### src/rtl/alu_pkg.sv
// Shared definitions for the sequential ALU: opcode encodings, flag bit
// positions inside the 4-bit flags word, and the controller state type.
package alu_pkg;

   localparam logic [3:0] OP_ADD   = 4'b0000;
   localparam logic [3:0] OP_SLL   = 4'b0001;
   localparam logic [3:0] OP_SLT   = 4'b0010;
   localparam logic [3:0] OP_SLTU  = 4'b0011;
   localparam logic [3:0] OP_XOR   = 4'b0100;
   localparam logic [3:0] OP_SRL   = 4'b0101;
   localparam logic [3:0] OP_OR    = 4'b0110;
   localparam logic [3:0] OP_AND   = 4'b0111;
   localparam logic [3:0] OP_SUB   = 4'b1000;
   localparam logic [3:0] OP_SRA   = 4'b1001;
   localparam logic [3:0] OP_ADDU  = 4'b1010;
   localparam logic [3:0] OP_SUBU  = 4'b1011;
   localparam logic [3:0] OP_MUL   = 4'b1100;
   localparam logic [3:0] OP_MULHU = 4'b1101;
   localparam logic [3:0] OP_DIVU  = 4'b1110;
   localparam logic [3:0] OP_REMU  = 4'b1111;

   localparam int FLAG_ZF = 3;
   localparam int FLAG_SF = 2;
   localparam int FLAG_CF = 1;
   localparam int FLAG_OF = 0;

   typedef enum logic [1:0] {
      IDLE = 2'd0,
      BUSY = 2'd1,
      DONE = 2'd2
   } state_t;

   // Ops 1100-1111 belong to the iterative multiply/divide group.
   function automatic logic is_muldiv(input logic [3:0] op);
      return (op[3] && op[2]);
   endfunction

endpackage

### src/rtl/alu_seq_if.sv
// Request/response bundle of the sequential ALU: valid/ready on the operand
// side and valid/ready on the result side. The master issues operations,
// the slave (the ALU) returns results.
interface alu_seq_if #(parameter int WIDTH = 32);

   logic             in_valid;
   logic             in_ready;
   logic [3:0]       op;
   logic [WIDTH-1:0] lhs;
   logic [WIDTH-1:0] rhs;
   logic             out_valid;
   logic             out_ready;
   logic [WIDTH-1:0] res;
   logic [3:0]       flags;
   logic             op_err;

   modport master (
      output in_valid, op, lhs, rhs, out_ready,
      input  in_ready, out_valid, res, flags, op_err
   );

   modport slave (
      input  in_valid, op, lhs, rhs, out_ready,
      output in_ready, out_valid, res, flags, op_err
   );

endinterface

### src/rtl/alu_muldiv_iter.sv
// Iterative multiply/divide unit, present only when ALU_SEQ_MULDIV_EN is
// defined. One bit per cycle, WIDTH cycles per operation:
//   mul/mulhu : shift-add, {acc_hi,acc_lo} ends up holding the 2*WIDTH product
//   divu/remu : restoring division, acc_lo = quotient, acc_hi = remainder
// A zero divisor needs no special case: every trial subtraction succeeds, so
// the quotient fills with ones and the remainder shifts back to the dividend.
`ifdef ALU_SEQ_MULDIV_EN
module alu_muldiv_iter
   import alu_pkg::*;
#(
   parameter int WIDTH = 32
) (
   input  logic             clk,
   input  logic             rst,
   input  logic             start,
   input  logic [3:0]       op,
   input  logic [WIDTH-1:0] lhs,
   input  logic [WIDTH-1:0] rhs,
   output logic             done,
   output logic [WIDTH-1:0] result
);

   localparam int SHW = $clog2(WIDTH);
   localparam logic [SHW:0] ITERS = (SHW+1)'(WIDTH);

   logic             running;
   logic [SHW:0]     cnt;
   logic [3:0]       op_p0;
   logic [WIDTH-1:0] acc_hi;
   logic [WIDTH-1:0] acc_lo;
   logic [WIDTH-1:0] opnd;
   logic [WIDTH:0]   mul_sum;
   logic [WIDTH:0]   div_shift;
   logic [WIDTH:0]   div_trial;
   logic             op_div;

   assign op_div = (op_p0 == OP_DIVU) || (op_p0 == OP_REMU);
   assign done   = running && (cnt == ITERS);

   // One step of both algorithms; only the one matching op_p0 is used.
   always_comb begin
      mul_sum   = {1'b0, acc_hi} + (acc_lo[0] ? {1'b0, opnd} : '0);
      div_shift = {acc_hi, acc_lo[WIDTH-1]};
      div_trial = div_shift - {1'b0, opnd};
   end

   // Iteration control: counts WIDTH steps after start, done holds for one cycle.
   always_ff @(posedge clk) begin
      if (rst) begin
         running <= 1'b0;
         cnt     <= '0;
      end else if (start) begin
         running <= 1'b1;
         cnt     <= '0;
      end else if (done) begin
         running <= 1'b0;
      end else if (running) begin
         cnt <= cnt + (SHW+1)'(1);
      end
   end

   // Operand capture and shift registers; data only, no reset needed.
   always_ff @(posedge clk) begin
      if (start) begin
         op_p0  <= op;
         acc_hi <= '0;
         if ((op == OP_DIVU) || (op == OP_REMU)) begin
            acc_lo <= lhs;
            opnd   <= rhs;
         end else begin
            acc_lo <= rhs;
            opnd   <= lhs;
         end
      end else if (running && !done) begin
         if (op_div) begin
            if (!div_trial[WIDTH]) begin
               acc_hi <= div_trial[WIDTH-1:0];
               acc_lo <= {acc_lo[WIDTH-2:0], 1'b1};
            end else begin
               acc_hi <= div_shift[WIDTH-1:0];
               acc_lo <= {acc_lo[WIDTH-2:0], 1'b0};
            end
         end else begin
            acc_hi <= mul_sum[WIDTH:1];
            acc_lo <= {mul_sum[0], acc_lo[WIDTH-1:1]};
         end
      end
   end

   // mul/divu take the low half, mulhu/remu the high half.
   always_comb begin
      case (op_p0)
         OP_MUL, OP_DIVU: result = acc_lo;
         default:         result = acc_hi;
      endcase
   end

endmodule
`endif

### src/rtl/alu_seq.sv
// Registered ALU with valid/ready on both sides. Simple ops complete one cycle
// after accept; with ALU_SEQ_MULDIV_EN defined, ops 1100-1111 run on the
// iterative unit (WIDTH+1 cycles), otherwise they return op_err with res=0.
// A finished result is held until the consumer takes it; a new op may be
// accepted in the same cycle the old result leaves.
module alu_seq
   import alu_pkg::*;
#(
   parameter int WIDTH = 32
) (
   input logic       clk,
   input logic       rst,
   alu_seq_if.slave  bus
);

   localparam int SHW = $clog2(WIDTH);

   state_t           state;
   logic             out_valid_q;
   logic [WIDTH-1:0] res_q;
   logic [3:0]       flags_q;
   logic             err_q;

   logic             in_ready;
   logic             accept;
   logic             take_md;

   logic signed [WIDTH-1:0] lhs_s;
   logic signed [WIDTH-1:0] rhs_s;
   logic [WIDTH:0]          sum;
   logic [WIDTH:0]          diff;
   logic [SHW-1:0]          shamt;
   logic [WIDTH-1:0]        s_res;
   logic                    s_cf;
   logic                    s_of;
   logic                    s_err;

   function automatic logic [3:0] make_flags(input logic [WIDTH-1:0] r,
                                             input logic cf, input logic of);
      logic [3:0] f;
      f[FLAG_ZF] = (r == '0);
      f[FLAG_SF] = r[WIDTH-1];
      f[FLAG_CF] = cf;
      f[FLAG_OF] = of;
      return f;
   endfunction

   assign in_ready = (state == IDLE) || ((state == DONE) && bus.out_ready);
   assign accept   = bus.in_valid && in_ready;

   assign bus.in_ready  = in_ready;
   assign bus.out_valid = out_valid_q;
   assign bus.res       = res_q;
   assign bus.flags     = flags_q;
   assign bus.op_err    = err_q;

   assign lhs_s = bus.lhs;
   assign rhs_s = bus.rhs;
   assign sum   = {1'b0, bus.lhs} + {1'b0, bus.rhs};
   assign diff  = {1'b0, bus.lhs} - {1'b0, bus.rhs};
   assign shamt = bus.rhs[SHW-1:0];

`ifdef ALU_SEQ_MULDIV_EN
   logic             md_done;
   logic [WIDTH-1:0] md_res;

   assign take_md = is_muldiv(bus.op);

   alu_muldiv_iter #(.WIDTH(WIDTH)) u_muldiv (
      .clk    (clk),
      .rst    (rst),
      .start  (accept && take_md),
      .op     (bus.op),
      .lhs    (bus.lhs),
      .rhs    (bus.rhs),
      .done   (md_done),
      .result (md_res)
   );
`else
   assign take_md = 1'b0;
`endif

   // Single-cycle datapath for everything except the mul/div group.
   always_comb begin
      s_res = '0;
      s_cf  = 1'b0;
      s_of  = 1'b0;
      s_err = 1'b0;
      case (bus.op)
         OP_ADD, OP_ADDU: begin
            s_res = sum[WIDTH-1:0];
            s_cf  = sum[WIDTH];
            s_of  = (bus.op == OP_ADD) && (bus.lhs[WIDTH-1] == bus.rhs[WIDTH-1])
                    && (sum[WIDTH-1] != bus.lhs[WIDTH-1]);
         end
         OP_SUB, OP_SUBU: begin
            s_res = diff[WIDTH-1:0];
            s_cf  = diff[WIDTH];
            s_of  = (bus.op == OP_SUB) && (bus.lhs[WIDTH-1] != bus.rhs[WIDTH-1])
                    && (diff[WIDTH-1] != bus.lhs[WIDTH-1]);
         end
         OP_SLL:  s_res = bus.lhs << shamt;
         OP_SRL:  s_res = bus.lhs >> shamt;
         OP_SRA:  s_res = lhs_s >>> shamt;
         OP_SLT:  s_res = {{(WIDTH-1){1'b0}}, (lhs_s < rhs_s)};
         OP_SLTU: s_res = {{(WIDTH-1){1'b0}}, (bus.lhs < bus.rhs)};
         OP_XOR:  s_res = bus.lhs ^ bus.rhs;
         OP_OR:   s_res = bus.lhs | bus.rhs;
         OP_AND:  s_res = bus.lhs & bus.rhs;
         default: begin
`ifndef ALU_SEQ_MULDIV_EN
            s_err = 1'b1;
`endif
         end
      endcase
   end

   // Controller: accept, wait for the iterative unit, hold result until taken.
   always_ff @(posedge clk) begin
      if (rst) begin
         state       <= IDLE;
         out_valid_q <= 1'b0;
         res_q       <= '0;
         flags_q     <= '0;
         err_q       <= 1'b0;
      end else begin
         case (state)
            IDLE, DONE: begin
               if ((state == DONE) && bus.out_ready) begin
                  state       <= IDLE;
                  out_valid_q <= 1'b0;
               end
               if (accept) begin
                  if (take_md) begin
                     state       <= BUSY;
                     out_valid_q <= 1'b0;
                  end else begin
                     state       <= DONE;
                     out_valid_q <= 1'b1;
                     res_q       <= s_res;
                     flags_q     <= make_flags(s_res, s_cf, s_of);
                     err_q       <= s_err;
                  end
               end
            end
`ifdef ALU_SEQ_MULDIV_EN
            BUSY: begin
               if (md_done) begin
                  state       <= DONE;
                  out_valid_q <= 1'b1;
                  res_q       <= md_res;
                  flags_q     <= make_flags(md_res, 1'b0, 1'b0);
                  err_q       <= 1'b0;
               end
            end
`endif
            default: begin
               state       <= IDLE;
               out_valid_q <= 1'b0;
            end
         endcase
      end
   end

endmodule

### src/flat_wrapper.sv
// flat-port wrapper written by rule: the top's interface ports become plain ports
module alu_seq_flat import alu_pkg::*;
#(
   parameter int WIDTH = 32
)
  (clk, rst, bus_in_valid, bus_op, bus_lhs, bus_rhs, bus_out_ready, bus_in_ready, bus_out_valid, bus_res, bus_flags, bus_op_err);
  alu_seq_if #(.WIDTH(WIDTH)) bus_i ();
  input logic clk;
  input logic rst;
  input wire logic [$bits(bus_i.in_valid)-1:0] bus_in_valid;
  input wire logic [$bits(bus_i.op)-1:0] bus_op;
  input wire logic [$bits(bus_i.lhs)-1:0] bus_lhs;
  input wire logic [$bits(bus_i.rhs)-1:0] bus_rhs;
  input wire logic [$bits(bus_i.out_ready)-1:0] bus_out_ready;
  output wire logic [$bits(bus_i.in_ready)-1:0] bus_in_ready;
  output wire logic [$bits(bus_i.out_valid)-1:0] bus_out_valid;
  output wire logic [$bits(bus_i.res)-1:0] bus_res;
  output wire logic [$bits(bus_i.flags)-1:0] bus_flags;
  output wire logic [$bits(bus_i.op_err)-1:0] bus_op_err;
  assign bus_i.in_valid = bus_in_valid;
  assign bus_i.op = bus_op;
  assign bus_i.lhs = bus_lhs;
  assign bus_i.rhs = bus_rhs;
  assign bus_i.out_ready = bus_out_ready;
  assign bus_in_ready = bus_i.in_ready;
  assign bus_out_valid = bus_i.out_valid;
  assign bus_res = bus_i.res;
  assign bus_flags = bus_i.flags;
  assign bus_op_err = bus_i.op_err;
  alu_seq #(.WIDTH(WIDTH)) u_core (.clk(clk), .rst(rst), .bus(bus_i));
endmodule
### config.mk
export PLATFORM = sky130hd
export DESIGN_NAME = alu_seq_flat
export DESIGN_NICKNAME = d
export VERILOG_FILES = /design/src/rtl/alu_pkg.sv /design/src/rtl/alu_seq_if.sv /design/src/rtl/alu_muldiv_iter.sv /design/src/rtl/alu_seq.sv /design/src/flat_wrapper.sv
export SDC_FILE = /design/constraint.sdc
export NUM_CORES = 1
export LEC_CHECK = 0
export ABC_CLOCK_PERIOD_IN_PS = 10180
export BUFFER_PORTS_ARGS = -buffer_cell sky130_fd_sc_hd__buf_2
export CORE_MARGIN = 1.5
export CORE_UTILIZATION = 50
export CTS_BUF_LIST = sky130_fd_sc_hd__clkbuf_8
export CTS_CLUSTER_SIZE = 10
export DETAILED_ROUTE_END_ITERATION = 8
export GPL_TIMING_DRIVEN = 1
export PLACE_DENSITY = 0.69
export SYNTH_ARGS = -nofsm -noshare
export SYNTH_HDL_FRONTEND = slang
export SYNTH_SLANG_ARGS = --single-unit
### constraint.sdc
create_clock -name clk -period 10.18 [get_ports clk]
set_clock_uncertainty 0.15 [all_clocks]
set_input_delay 1.018 -clock clk [delete_from_list [all_inputs] [get_ports clk]]
set_output_delay 1.018 -clock clk [all_outputs]
set_load 0.01 [all_outputs]
# Yosys cells after proc, flatten, opt, wreduce, memory -nomap -nowiden
# Index checks and enable logic that the tools add are counted.
dict set report totals {
  wordCells 56
  in_bits 72
  out_inout_bits 39
  register_bits 39
}
dict set report classes {
  magnitude_cmp 2
  n_eq_ne 15
  muxes 8
  shift 3
  bitwise_logic 4
  reduce_logical 17
  n_addsub 2
}
# cell n
set ops {}
lappend ops {{32-bit case mux with 10 select lines} 1}
lappend ops {{32-bit less-than comparator} 2}
lappend ops {{32-bit by 32-bit adder with 33-bit output} 1}
lappend ops {{32-bit by 32-bit subtractor with 33-bit output} 1}
lappend ops {{32-bit bitwise AND} 1}
lappend ops {{32-bit zero test} 1}
lappend ops {{32-bit OR} 1}
lappend ops {{32-bit by 5-bit << shifter with 32-bit output} 1}
lappend ops {{32-bit by 5-bit >> shifter with 32-bit output} 1}
lappend ops {{32-bit by 5-bit >>> shifter with 32-bit output} 1}
lappend ops {{32-bit XOR} 1}
lappend ops {{4-bit by 3-bit equality test with 1-bit output, second input constant} 4}
lappend ops {{4-bit equality test, second input constant} 4}
lappend ops {{12-bit OR reduction} 1}
lappend ops {{4-bit by 2-bit equality test with 1-bit output, second input constant} 2}
lappend ops {{2-bit OR reduction} 4}
lappend ops {{1-bit logical AND} 6}
lappend ops {{4-bit by 1-bit equality test with 1-bit output, second input constant} 1}
lappend ops {{4-bit zero test} 1}
lappend ops {{2-bit two-way mux} 2}
lappend ops {{1-bit case mux with 2 select lines} 2}
lappend ops {{1-bit two-way mux} 3}
lappend ops {{1-bit != test} 3}
lappend ops {{2-bit zero test} 1}
lappend ops {{5 further kinds} 5}

# Logic depth before layout (Yosys ltp)
# Gate-level depths: netlist of run 1.
dict set report depth {
  word_depth 4
  depth_mapped 18
  depth_no_buf 15
}

# Least setup slack after synthesis of run 1
# Ideal clock, no wire load.
dict set report synth_path {
  path_kind {input port to flip-flop}
  start {input bus_rhs[3]}
  end {register u_core.flags_q[3], in the netlist u_core.bus.flags[3]}
  n_path_buf 5
  slack_ps 4940
  t_required_ps 9961
  stages 18
  arrival_ps 5021
  setup_ps 69
  cell_sequence {clkbuf_1 -> inv_1 -> buf_2 -> clkbuf_1 -> clkbuf_1 -> ha_1 -> clkbuf_2 -> inv_1 -> o221ai_1 -> a21oi_1 -> a2111oi_2 -> or2_2 -> a221o_1 -> a221o_1 -> nor4_1 -> nand4_1 -> or4_1 -> o21ai_1}
}
dict set report synth_via {
  elab_chain_cells 3
  word_cells_on_any_way 12
  cone_classes {2 x add/sub; 2 x order compare; 3 x shift; 1 x mux; 3 x bitwise; 1 x reduce/logical}
}
# item line
set synth_lines {}
lappend synth_lines {{from (decl)} flat_wrapper.sv:13} ;# input wire logic [$bits(bus_i.rhs)-1:0] bus_rhs;
lappend synth_lines {{32-bit by 32-bit subtractor with 33-bit output, or another cell as far along} alu_seq.sv:60} ;# assign diff = {1'b0, bus.lhs} - {1'b0, bus.rhs};
lappend synth_lines {{32-bit case mux with 10 select lines (*)} alu_seq.sv:89} ;# case (bus.op)
lappend synth_lines {{32-bit zero test (*)} alu_seq.sv:41} ;# f[FLAG_ZF] = (r == '0);
lappend synth_lines {{to (signal assigned)} alu_seq.sv:141} ;# flags_q <= make_flags(s_res, s_cf, s_of);
lappend synth_lines {{to (decl)} alu_seq.sv:21} ;# logic [3:0] flags_q;
# Every way passes the cells marked *; elsewhere a longest branch is shown, timed or not.
# A chain may end at the register's enable or synchronous reset.

# Worst setup path in the final report of run 1
dict set report layout_path {
  start {input bus_rhs[1]}
  end {register u_core.flags_q[3], in the netlist u_core.bus.flags[3]}
}
# Same word-level chain as after synthesis.

==> out/summary.json, run 1 <==
{
  "run_status": {"value": "finished clean"},
  "cts_made_buffers": {"value": 5},
  "initial_standard_cell_utilization_of_the_core": {"value": 0.513},
  "place.detailed.instances": {"value": 1792},
  "tritoncts": {"value": "yes"},
  "post_route_cells_drive_above_1_share": {"value": 0.159},
  "layout_min_cycle_time": {"value": 6.07, "unit": "ns"},
  "count_of_input_and_output_buffers": {"value": 110},
  "post_cts_hold_buffer_count": {"value": 0},
  "floorplan.die.width": {"value": 153, "unit": "um"},
  "synthesis.area": {"value": 11300, "unit": "um^2"},
  "max_cap_viol_count": {"value": 0},
  "dieArea": {"value": 23500, "unit": "um^2"},
  "insertion_delay": {"value": 0.29, "unit": "ns"},
  "nets": {"value": 1693},
  "internal_power_of_the_cells": {"value": 0.436, "unit": "mW"},
  "cts_setup_buffers": {"value": 0},
  "power_frac_clock": {"value": 0.102},
  "drcViolationCount": {"value": 0},
  "postSynthAreaPerCell": {"value": 7.42, "unit": "um^2"},
  "grt_overflow": {"value": 0},
  "worst-setup-path-type": {"value": "in2reg"},
  "grt_first_pass_wirelength": {"value": 74000, "unit": "um"},
  "detail_route.first_pass.iterations": {"value": 6},
  "power.net_switching": {"value": 0.473, "unit": "mW"},
  "hold_viol": {"value": 0},
  "critical_path_required": {"value": 10.25, "unit": "ns"},
  "cts_repair_resize_count": {"value": 0},
  "detail_route.iter0.violations": {"value": 1892},
  "fmax": {"value": 165, "unit": "MHz"},
  "p_comb_frac": {"value": 0.718},
  "critical_path_peak_fanout": {"value": 30},
  "final-instance-count-excl-fill": {"value": 1800},
  "timing.setup.tns": {"value": 0, "unit": "ns"},
  "power.static_leakage": {"value": 4.99, "unit": "nW"},
  "routedWlPerCell": {"value": 27.2, "unit": "um"},
  "worstMarginPinSlew": {"value": 1.18, "unit": "ns"},
  "synth_cell_types": {"value": 86},
  "htreeDepth": {"value": 2},
  "cts_root_buffer": {"value": "clkbuf_8"},
  "max_slew_violation_total_from_the_final_report": {"value": 0},
  "ir_worst_vdd": {"value": 53.8, "unit": "uV"},
  "synth_top_area_cell": {"value": "mux4_2"},
  "yosys_warnings": {"value": 0},
  "power-per-cell-area": {"value": 76.8, "unit": "nW/um^2"},
  "dpl.hpwl": {"value": 37600, "unit": "um"},
  "layout_worst_path_cycle_share": {"value": 0.596},
  "setup-violations-final": {"value": 0},
  "synth-edff-count": {"value": 0},
  "area_delta_synth_final": {"value": 4.75, "unit": "%"},
  "dieHeight": {"value": 153, "unit": "um"},
  "synthCells": {"value": 1523},
  "path_category_of_the_worst_min_delay_check": {"value": "reg2reg"},
  "core-area": {"value": 22000, "unit": "um^2"},
  "crit_arrival": {"value": 6.14, "unit": "ns"},
  "switching_share": {"value": 0.521},
  "synth.top_cell.area_share": {"value": 0.120},
  "via_count_of_the_first_global_routing_pass": {"value": 11900},
  "worstSetupStartpointType": {"value": "input pin"},
  "final_antenna_net_count": {"value": 0},
  "synth_ff_type": {"value": "dfxtp_1"},
  "routed-via-count": {"value": 13100},
  "power.share.sequential": {"value": 0.180},
  "ys_ff_latch": {"value": 37},
  "fin_total_pwr": {"value": 0.909, "unit": "mW"},
  "worstSetupEndpointType": {"value": "flip-flop"},
  "finalCoreUtilization": {"value": 0.537},
  "maximum_buffer_depth_of_the_clock_tree": {"value": 2},
  "finalWirelength": {"value": 48900, "unit": "um"},
  "grt_antenna_before_repair": {"value": 1},
  "ys_top_cells_by_area": {"value": "mux4_2 12%, ha_1 11%, dfxtp_1 6.6%"},
  "drt-vias-per-instance": {"value": 7.25},
  "number_of_standard_cell_rows_in_the_floorplan": {"value": 54},
  "grt_setup_unrepaired": {"value": "no"},
  "slew_headroom": {"value": 0.209},
  "placer_congestion": {"value": 1.04},
  "antennaDiodeCount": {"value": 0},
  "cts.sink_count": {"value": 37},
  "global_route.usage.total": {"value": 0.406},
  "share_of_synthesized_flip_flops_with_an_asynchronous_set_or_reset": {"value": 0},
  "fillers": {"value": 2174},
  "clock_transition_at_the_registers_of_the_reported_paths": {"value": 0.06, "unit": "ns"},
  "synth_fp_nets": {"value": 1697},
  "i_o_pin_cnt": {"value": 111},
  "grt_start_max_net_pins": {"value": 76},
  "synth.yosys.seq_area_share": {"value": 0.0656}
}
-- layout make-up --
class	instances	area, um^2	area share
multi-input cells	1229	9520	0.804
flip-flops and latches	37	741	0.0626
repair buffers	133	726	0.0613
inverters	113	424	0.0358
well taps	280	350	0.0296
clock buffers	5	68.8	0.00581
clock inverters	3	11.3	0.000951
-- worst max-delay path, stage by stage --
cell	delay [ns]
buf_4	0.35
clkinv_1	0.58
ha_1	0.55
a211oi_1	0.30
o21bai_1	0.18
o21ai_0	0.49
o21ai_0	0.18
xnor2_1	0.16
a2111oi_1	1.05
nand4b_1	0.18
nor4_1	0.30
nand4_1	0.17
or4_1	0.49
o21ai_1	0.13
-- power groups by stage --
stage          clock (mW)  sequential, mW  combinational, mW
4_1_cts            0.0961           0.163              0.629
3_5_place_dp            0           0.167              0.626
6_report           0.0931           0.163              0.653
3_3_place_gp            0           0.166              0.627
5_1_grt            0.0998           0.165              0.696
2_1_floorplan           0           0.173              0.427
-- through the flow --
stage | instance area (um^2) | worst slack [ns] | hold slack [ns]
after floorplan | 11300 | 4.94 | 0.326
after detailed placement | 11800 | 4.02 | 0.291
after CTS | 11800 | 4.32 | 0.300
after global placement | 11800 | 4.19 | 0.286
after global routing | 11800 | 3.75 | 0.324
final | 11800 | 4.11 | 0.298
-- synth_stat cells (all sizes together) (14+ instances only) --
cell type and number:
nor2 154, a21oi 134, nand2 113, inv 110
o21ai 107, clkbuf 103, ha 100, mux4 74
mux2i 54, a211oi 47, buf 41, dfxtp 37
nor3 37, nand3 27, a22oi 23, o211ai 22
a31oi 20, o21a 18, nor4 17, a221oi 16
o31ai 15, mux2 14, o221ai 14
-- metal layers --
| layer | global-route usage | part of all wire | vias up |
|---|---|---|---|
| met4 | 0.148 | 0.040 | 2 |
| li1 | - | - | 5771 |
| met1 | 0.554 | 0.40 | 6193 |
| met5 | 0 | 0.00037 | - |
| met2 | 0.641 | 0.44 | 950 |
| met3 | 0.0709 | 0.11 | 136 |
-- cell usage in the layout, fill, tap and decap left out, types with 17 or more instances in the layout --
master,n
nor2_1,154
a21oi_1,134
nand2_1,113
inv_1,112
buf_2,109
ha_1,100
o21ai_0,96
mux4_2,60
mux2i_1,54
a211oi_1,47
dfxtp_1,37
nor3_1,36
nand3_1,27
buf_4,24
a22oi_1,23
o211ai_1,22
a31oi_1,19
o21a_1,18
nor4_1,17
-- final timing paths --
check                             from                  end  slack, ns  depth (start not counted)
hold reg to reg      u_core.bus.op_err    u_core.bus.op_err       0.30                          2
setup reg to reg  u_core.bus.out_valid  u_core.bus.flags[3]       6.76                         10
hold / removal       u_core.bus.op_err    u_core.bus.op_err       0.30                          2
setup / recovery            bus_rhs[1]  u_core.bus.flags[3]       4.11                         14
-- kinds of logic (layout without fill, tap and decap cells) --
logic type / count (synthesis) / in the layout / share of synthesized area
and+or+nand+nor: 438 / 438 / 0.183
DFF: 37 / 37 / 0.0656
buffers and inverters: 257 / 254 / 0.0939
xor gates and xnor gates: 9 / 9 / 0.00698
muxes: 142 / 142 / 0.214
adders and majority gates: 102 / 102 / 0.114
AOI/OAI and AO/OA: 538 / 538 / 0.322
-- registers in the layout, summed over array words and instances, names as in the netlist --
name	count
u_core.bus.flags	4
u_core.bus.op_err	1
u_core.bus.out_valid	1
u_core.bus.res	31
Note: power is estimated with default switching activity, not from simulation.
==> inputs of run 2 (changes only) <==
--- a/config.mk
+++ b/config.mk
@@ -5,7 +5,7 @@
 export SDC_FILE = /design/constraint.sdc
 export NUM_CORES = 1
 export LEC_CHECK = 0
-export ABC_CLOCK_PERIOD_IN_PS = 10180
+export ABC_CLOCK_PERIOD_IN_PS = 6230
 export BUFFER_PORTS_ARGS = -buffer_cell sky130_fd_sc_hd__buf_2
 export CORE_MARGIN = 1.5
 export CORE_UTILIZATION = 50
==> constraint.sdc (replaced) <==
create_clock -name clk -period 6.23 [get_ports clk]
set_clock_uncertainty 0.15 [all_clocks]
set_input_delay 0.623 -clock clk [delete_from_list [all_inputs] [get_ports clk]]
set_output_delay 0.623 -clock clk [all_outputs]
set_load 0.01 [all_outputs]
==> run 2 against run 1 <==
  * Cell area up 0.79%
  * Routed wire length grew 0.56%
  * First-iteration DRC count down 8.8%
  * Global-route usage increased by 0.33 points
  * Utilization rose by 0.43 points
  * Die area unchanged
  * Setup slack got worse by 3.0 ns
  * Non-clock buffer count up 10
  * Worst hold slack gained 0.0057 ns
  * Critical endpoint unchanged
  * Highest routed layer is now met4
==> out/summary.json, run 2 (same netlist as run 1, synthesis figures left out) <==
{
  "run_status": {"value": "finished clean"},
  "timing.setup.tns": {"value": 0, "unit": "ns"},
  "max_cap_viol_count": {"value": 0},
  "critical_path_required": {"value": 6.31, "unit": "ns"},
  "area_delta_synth_final": {"value": 5.58, "unit": "%"},
  "crit_arrival": {"value": 5.17, "unit": "ns"},
  "max_slew_violation_total_from_the_final_report": {"value": 0},
  "initial_standard_cell_utilization_of_the_core": {"value": 0.513},
  "fin_ws": {"value": 1.14, "unit": "ns"},
  "power.net_switching": {"value": 0.786, "unit": "mW"},
  "largest_register_ffs": {"value": 31},
  "cts_made_buffers": {"value": 5},
  "grt_overflow": {"value": 0},
  "switching_share": {"value": 0.522},
  "fmax": {"value": 196, "unit": "MHz"},
  "finalCoreUtilization": {"value": 0.542},
  "core-area": {"value": 22000, "unit": "um^2"},
  "p_comb_frac": {"value": 0.715},
  "mostFrequentLayoutCells": {"value": "154 x nor2_1, 134 x a21oi_1, 113 x nand2_1"},
  "cts_repair_resize_count": {"value": 0},
  "layout.cell_area.non_filler": {"value": 11900, "unit": "um^2"},
  "dp_worst_setup_slack": {"value": 0.963, "unit": "ns"},
  "power-per-cell-area": {"value": 126, "unit": "nW/um^2"},
  "dieArea": {"value": 23500, "unit": "um^2"},
  "global_route.usage.total": {"value": 0.409},
  "tritoncts": {"value": "yes"},
  "fin_total_pwr": {"value": 1.51, "unit": "mW"},
  "slew_headroom": {"value": 0.358},
  "post_route_cells_drive_above_1_share": {"value": 0.166},
  "drt-vias-per-instance": {"value": 7.31},
  "ir_worst_vdd": {"value": 114, "unit": "uV"},
  "insertion_delay": {"value": 0.29, "unit": "ns"},
  "layout_commonest_cell": {"value": "nor2_1"},
  "worstSetupStartpointType": {"value": "input pin"},
  "dieHeight": {"value": 153, "unit": "um"},
  "clock_transition_at_the_registers_of_the_reported_paths": {"value": 0.07, "unit": "ns"},
  "cts_root_buffer": {"value": "clkbuf_8"},
  "routedWlPerCell": {"value": 27.2, "unit": "um"},
  "i_o_pin_cnt": {"value": 111},
  "power.share.sequential": {"value": 0.177},
  "placer_congestion": {"value": 1.08},
  "placed_standard_cell_area": {"value": 11800, "unit": "um^2"},
  "via_count_of_the_first_global_routing_pass": {"value": 12100},
  "nets": {"value": 1703},
  "floorplan.die.width": {"value": 153, "unit": "um"},
  "count_of_input_and_output_buffers": {"value": 110},
  "worst-setup-path-type": {"value": "in2reg"},
  "worstMarginPinSlew": {"value": 0.954, "unit": "ns"},
  "path_category_of_the_worst_min_delay_check": {"value": "reg2reg"},
  "post_cts_hold_buffer_count": {"value": 0},
  "grt_setup_unrepaired": {"value": "no"},
  "detail_route.iter0.violations": {"value": 1725},
  "critical_path_peak_fanout": {"value": 10},
  "antennaDiodeCount": {"value": 0},
  "number_of_standard_cell_rows_in_the_floorplan": {"value": 54},
  "power_frac_clock": {"value": 0.107},
  "setup-violations-final": {"value": 0},
  "cts.sink_count": {"value": 37},
  "power.static_leakage": {"value": 5.03, "unit": "nW"},
  "layout_min_cycle_time": {"value": 5.09, "unit": "ns"},
  "hold_viol": {"value": 0},
  "grt_start_max_net_pins": {"value": 81},
  "grt_antenna_before_repair": {"value": 2},
  "drcViolationCount": {"value": 0},
  "internal_power_of_the_cells": {"value": 0.721, "unit": "mW"},
  "routed-via-count": {"value": 13200},
  "maximum_buffer_depth_of_the_clock_tree": {"value": 2},
  "detail_route.first_pass.iterations": {"value": 6},
  "htreeDepth": {"value": 2},
  "dpl.hpwl": {"value": 38000, "unit": "um"},
  "cts_setup_buffers": {"value": 0},
  "finalWirelength": {"value": 49200, "unit": "um"},
  "final_antenna_net_count": {"value": 0},
  "layout_worst_path_cycle_share": {"value": 0.817},
  "worstSetupEndpointType": {"value": "flip-flop"},
  "grt_first_pass_wirelength": {"value": 75100, "unit": "um"}
}
## run 2: changes by cell type in the layout (fill, tap and decap cells not counted)
cell        before  now
clkinv_2         0    2
buf_12           0    1
inv_1          112  109
clkinvlp_4       0    1
buf_4           24   33
## run 2: critical path, cell delays in order
cell and delay (ns):
buf_4 0.09, clkinv_1 0.39, ha_1 0.53, a211oi_1 0.35, o21bai_1 0.20, o21ai_0 0.59, o21ai_0 0.21, xnor2_1 0.16
a2111oi_1 0.55, buf_4 0.24, nand4b_1 0.10, nor4_1 0.31, nand4_1 0.17, or4_1 0.50, o21ai_1 0.13
## run 2: layout make-up
type / instances / area [um^2]
clock buffers: 5 / 68.8
clock inverters: 3 / 17.5
fillers: 2225 / 10100
inverters: 113 / 424
multi-input cells: 1229 / 9520
flip-flops and latches: 37 / 741
well taps: 280 / 350
repair buffers: 143 / 813
## run 2: layer usage
metal | GRT usage | part of all wire | vias up
li1 | - | - | 5776
met2 | 0.621 | 0.42 | 1031
met4 | 0.181 | 0.053 | 0
met5 | 0 | 0 | -
met1 | 0.564 | 0.40 | 6246
met3 | 0.0768 | 0.13 | 174
## run 2: path summary, 6_finish.rpt
| path | startpoint | slack [ns] | depth (start not counted) | endpoint |
|---|---|---|---|---|
| worst max-delay path | bus_rhs[1] | 1.14 | 15 | u_core.bus.flags[3] |
| worst min-delay path | u_core.bus.op_err | 0.30 | 2 | u_core.bus.op_err |
| worst max register to register | u_core.bus.out_valid | 2.85 | 10 | u_core.bus.flags[3] |
| worst min register to register | u_core.bus.op_err | 0.30 | 2 | u_core.bus.op_err |
## run 2: stage by stage
step           hold WS [ns]  std cells
2_1_floorplan         0.326       1523
3_3_place_gp          0.286       1802
3_5_place_dp          0.297       1802
4_1_cts               0.307       1810
5_1_grt               0.330       1810
6_report              0.304       1810
## run 2: power by group through the flow
stage          combinational [mW]  sequential (mW)  clock [mW]
2_1_floorplan               0.698            0.282           0
3_3_place_gp                 1.03            0.272           0
3_5_place_dp                 1.03            0.272           0
4_1_cts                      1.04            0.267       0.167
5_1_grt                      1.15            0.269       0.176
6_report                     1.08            0.267       0.162
==> inputs of run 3 (changes only) <==
--- a/config.mk
+++ b/config.mk
@@ -5,7 +5,8 @@
 export SDC_FILE = /design/constraint.sdc
 export NUM_CORES = 1
 export LEC_CHECK = 0
-export ABC_CLOCK_PERIOD_IN_PS = 6230
+export ABC_AREA = 1
+export ABC_CLOCK_PERIOD_IN_PS = 5100
 export BUFFER_PORTS_ARGS = -buffer_cell sky130_fd_sc_hd__buf_2
 export CORE_MARGIN = 1.5
 export CORE_UTILIZATION = 50
==> constraint.sdc (replaced) <==
create_clock -name clk -period 5.1 [get_ports clk]
set_clock_uncertainty 0.15 [all_clocks]
set_input_delay 0.51 -clock clk [delete_from_list [all_inputs] [get_ports clk]]
set_output_delay 0.51 -clock clk [all_outputs]
set_load 0.01 [all_outputs]
==> run 3 against run 2 <==
  * Global-route usage is 5.0 points higher
  * Critical path type unchanged
  * Cell count up 42%
  * Largest power group unchanged
  * Die area increased by 2.1%
==> out/summary.json, run 3 <==
{
  "global_route.usage.total": {"value": 0.459},
  "number_of_standard_cell_rows_in_the_floorplan": {"value": 55},
  "antennaDiodeCount": {"value": 0},
  "cts_made_buffers": {"value": 5},
  "layout_commonest_cell": {"value": "nand2_1"},
  "setup-violations-final": {"value": 0},
  "cts_setup_buffers": {"value": 0},
  "yosys_warnings": {"value": 0},
  "worst-setup-path-type": {"value": "in2reg"},
  "postSynthAreaPerCell": {"value": 5.11, "unit": "um^2"},
  "synth_top_area_cell": {"value": "nand2_1"},
  "fillers": {"value": 2520},
  "ir_worst_vdd": {"value": 122, "unit": "uV"},
  "cts_repair_resize_count": {"value": 0},
  "detail_route.first_pass.iterations": {"value": 8},
  "synth.yosys.seq_area_share": {"value": 0.0642},
  "critical_path_required": {"value": 5.19, "unit": "ns"},
  "synth.top_cell.area_share": {"value": 0.243},
  "post_cts_hold_buffer_count": {"value": 0},
  "detail_route.iter0.violations": {"value": 2141},
  "dp_worst_setup_slack": {"value": 1.25, "unit": "ns"},
  "share_of_synthesized_flip_flops_with_an_asynchronous_set_or_reset": {"value": 0},
  "critical_path_peak_fanout": {"value": 36},
  "mostFrequentLayoutCells": {"value": "747 x nand2_1, 397 x nand3_1, 253 x inv_1"},
  "fmax": {"value": 272, "unit": "MHz"},
  "drcViolationCount": {"value": 0},
  "final-instance-count-excl-fill": {"value": 2574},
  "place.detailed.instances": {"value": 2566},
  "initial_standard_cell_utilization_of_the_core": {"value": 0.510},
  "routed-via-count": {"value": 15900},
  "ys_ff_latch": {"value": 37},
  "regToRegSetupSlack": {"value": 2.27, "unit": "ns"},
  "synthCells": {"value": 2256},
  "post_route_cells_drive_above_1_share": {"value": 0.0900},
  "finalWirelength": {"value": 56300, "unit": "um"},
  "layout_worst_path_cycle_share": {"value": 0.720},
  "cts.sink_count": {"value": 37},
  "synth_most_common_cell": {"value": "nand2_1"},
  "area_delta_synth_final": {"value": 4.65, "unit": "%"},
  "synthesis.area": {"value": 11500, "unit": "um^2"},
  "ys_top_cells_by_area": {"value": "nand2_1 24%, nand3_1 17%, ha_1 11%"},
  "crit_arrival": {"value": 3.76, "unit": "ns"},
  "max_slew_violation_total_from_the_final_report": {"value": 0},
  "path_category_of_the_worst_min_delay_check": {"value": "reg2reg"},
  "hold_viol": {"value": 0},
  "grt_overflow": {"value": 0},
  "i_o_pin_cnt": {"value": 111},
  "switching_share": {"value": 0.582},
  "worstMarginPinSlew": {"value": 1.39, "unit": "ns"},
  "finalCoreUtilization": {"value": 0.533},
  "run_status": {"value": "finished clean"},
  "synth_cell_types": {"value": 51},
  "grt_antenna_before_repair": {"value": 0},
  "worstSetupEndpointType": {"value": "flip-flop"},
  "drt-vias-per-instance": {"value": 6.18},
  "commonest_cells_in_the_netlist": {"value": "747 x nand2_1, 397 x nand3_1, 253 x inv_1"},
  "core-area": {"value": 22600, "unit": "um^2"},
  "slew_headroom": {"value": 0.0682},
  "tritoncts": {"value": "yes"},
  "count_of_input_and_output_buffers": {"value": 110},
  "power.net_switching": {"value": 1.06, "unit": "mW"},
  "fin_ws": {"value": 1.43, "unit": "ns"},
  "placer_congestion": {"value": 1.06},
  "dieArea": {"value": 24000, "unit": "um^2"},
  "insertion_delay": {"value": 0.30, "unit": "ns"},
  "synth_ff_type": {"value": "dfxtp_1"},
  "dieHeight": {"value": 155, "unit": "um"},
  "clock_transition_at_the_registers_of_the_reported_paths": {"value": 0.09, "unit": "ns"},
  "max_cap_viol_count": {"value": 0},
  "dpl.hpwl": {"value": 45600, "unit": "um"},
  "cts_root_buffer": {"value": "clkbuf_8"},
  "p_comb_frac": {"value": 0.705},
  "synth-edff-count": {"value": 0},
  "fin_total_pwr": {"value": 1.83, "unit": "mW"},
  "nets": {"value": 2462},
  "timing.setup.tns": {"value": 0, "unit": "ns"},
  "final_antenna_net_count": {"value": 0},
  "grt_first_pass_wirelength": {"value": 84200, "unit": "um"},
  "power.static_leakage": {"value": 6.87, "unit": "nW"},
  "internal_power_of_the_cells": {"value": 0.764, "unit": "mW"},
  "grt_setup_unrepaired": {"value": "no"},
  "synth_fp_nets": {"value": 2430},
  "power.share.sequential": {"value": 0.179},
  "routedWlPerCell": {"value": 21.9, "unit": "um"},
  "largest_register_ffs": {"value": 31},
  "worstSetupStartpointType": {"value": "input pin"},
  "floorplan.die.width": {"value": 155, "unit": "um"},
  "maximum_buffer_depth_of_the_clock_tree": {"value": 2},
  "power_frac_clock": {"value": 0.116},
  "power-per-cell-area": {"value": 151, "unit": "nW/um^2"},
  "via_count_of_the_first_global_routing_pass": {"value": 14400},
  "htreeDepth": {"value": 2},
  "layout_min_cycle_time": {"value": 3.67, "unit": "ns"},
  "grt_start_max_net_pins": {"value": 72}
}
-- run 3: power groups by stage --
| stage | logic [mW] | clock network (mW) | registers (mW) |
|---|---|---|---|
| 4_1_cts | 1.24 | 0.207 | 0.326 |
| 6_report | 1.29 | 0.211 | 0.328 |
| 2_1_floorplan | 0.820 | 0 | 0.342 |
| 3_3_place_gp | 1.23 | 0 | 0.332 |
| 5_1_grt | 1.39 | 0.227 | 0.329 |
| 3_5_place_dp | 1.23 | 0 | 0.333 |
-- run 3: stage by stage --
step / hold slack (ns) / area (um^2)
final: 0.340 / 12100
after global routing: 0.360 / 12100
after CTS: 0.335 / 12100
after detailed placement: 0.323 / 12000
after global placement: 0.315 / 12000
after floorplan: 0.340 / 11500
-- run 3: layer usage --
layer	global-route usage	routed length [um]	vias up
met1	0.579	21500	7223
met5	0	0	-
met3	0.0780	5990	232
met2	0.742	24800	1090
li1	-	-	7359
met4	0.259	4070	0
-- run 3: worst paths after layout --
path,from,end,cells past startpoint
hold reg to reg,u_core.bus.flags[0],u_core.bus.flags[0],2
setup reg to reg,u_core.bus.out_valid,u_core.bus.flags[3],13
setup / recovery,bus_rhs[0],u_core.bus.flags[3],19
hold / removal,u_core.bus.flags[0],u_core.bus.flags[0],2
-- run 3: layout make-up --
class / instances / area, um^2 / area share
clock buffer: 5 / 68.8 / 0.00570
clock inverter: 3 / 17.5 / 0.00145
inverter: 272 / 1030 / 0.0852
multi-input combinational: 1845 / 9180 / 0.761
sequential: 37 / 741 / 0.0613
tap: 285 / 357 / 0.0295
timing repair buffer: 127 / 678 / 0.0562
-- run 3: cell families (layout without fill, tap and decap cells) --
kind of cell	after synthesis	in the layout	synth area share
flip-flops	37	37	0.0642
AND/OR/NAND/NOR	1476	1476	0.550
XOR/XNOR	3	3	0.00228
buffers and inverters	374	407	0.140
adder cells (fa/ha/maj)	102	102	0.112
AO/OA/AOI/OAI	264	264	0.132
-- run 3: worst max-delay path, cell delays in order --
cell and delay [ns]:
buf_2 0.62, ha_1 0.28, inv_1 0.08, fa_1 0.38, nand2_1 0.10, nand2_1 0.10, nand3_1 0.13, nand2_1 0.14
nand2_1 0.10, nand3_1 0.07, nand3_1 0.10, nand3_1 0.21, a21oi_1 0.30, nand2_1 0.08, nor2_1 0.16, nand2_1 0.09
nor2_1 0.09, nand3_1 0.10, a21oi_2 0.11
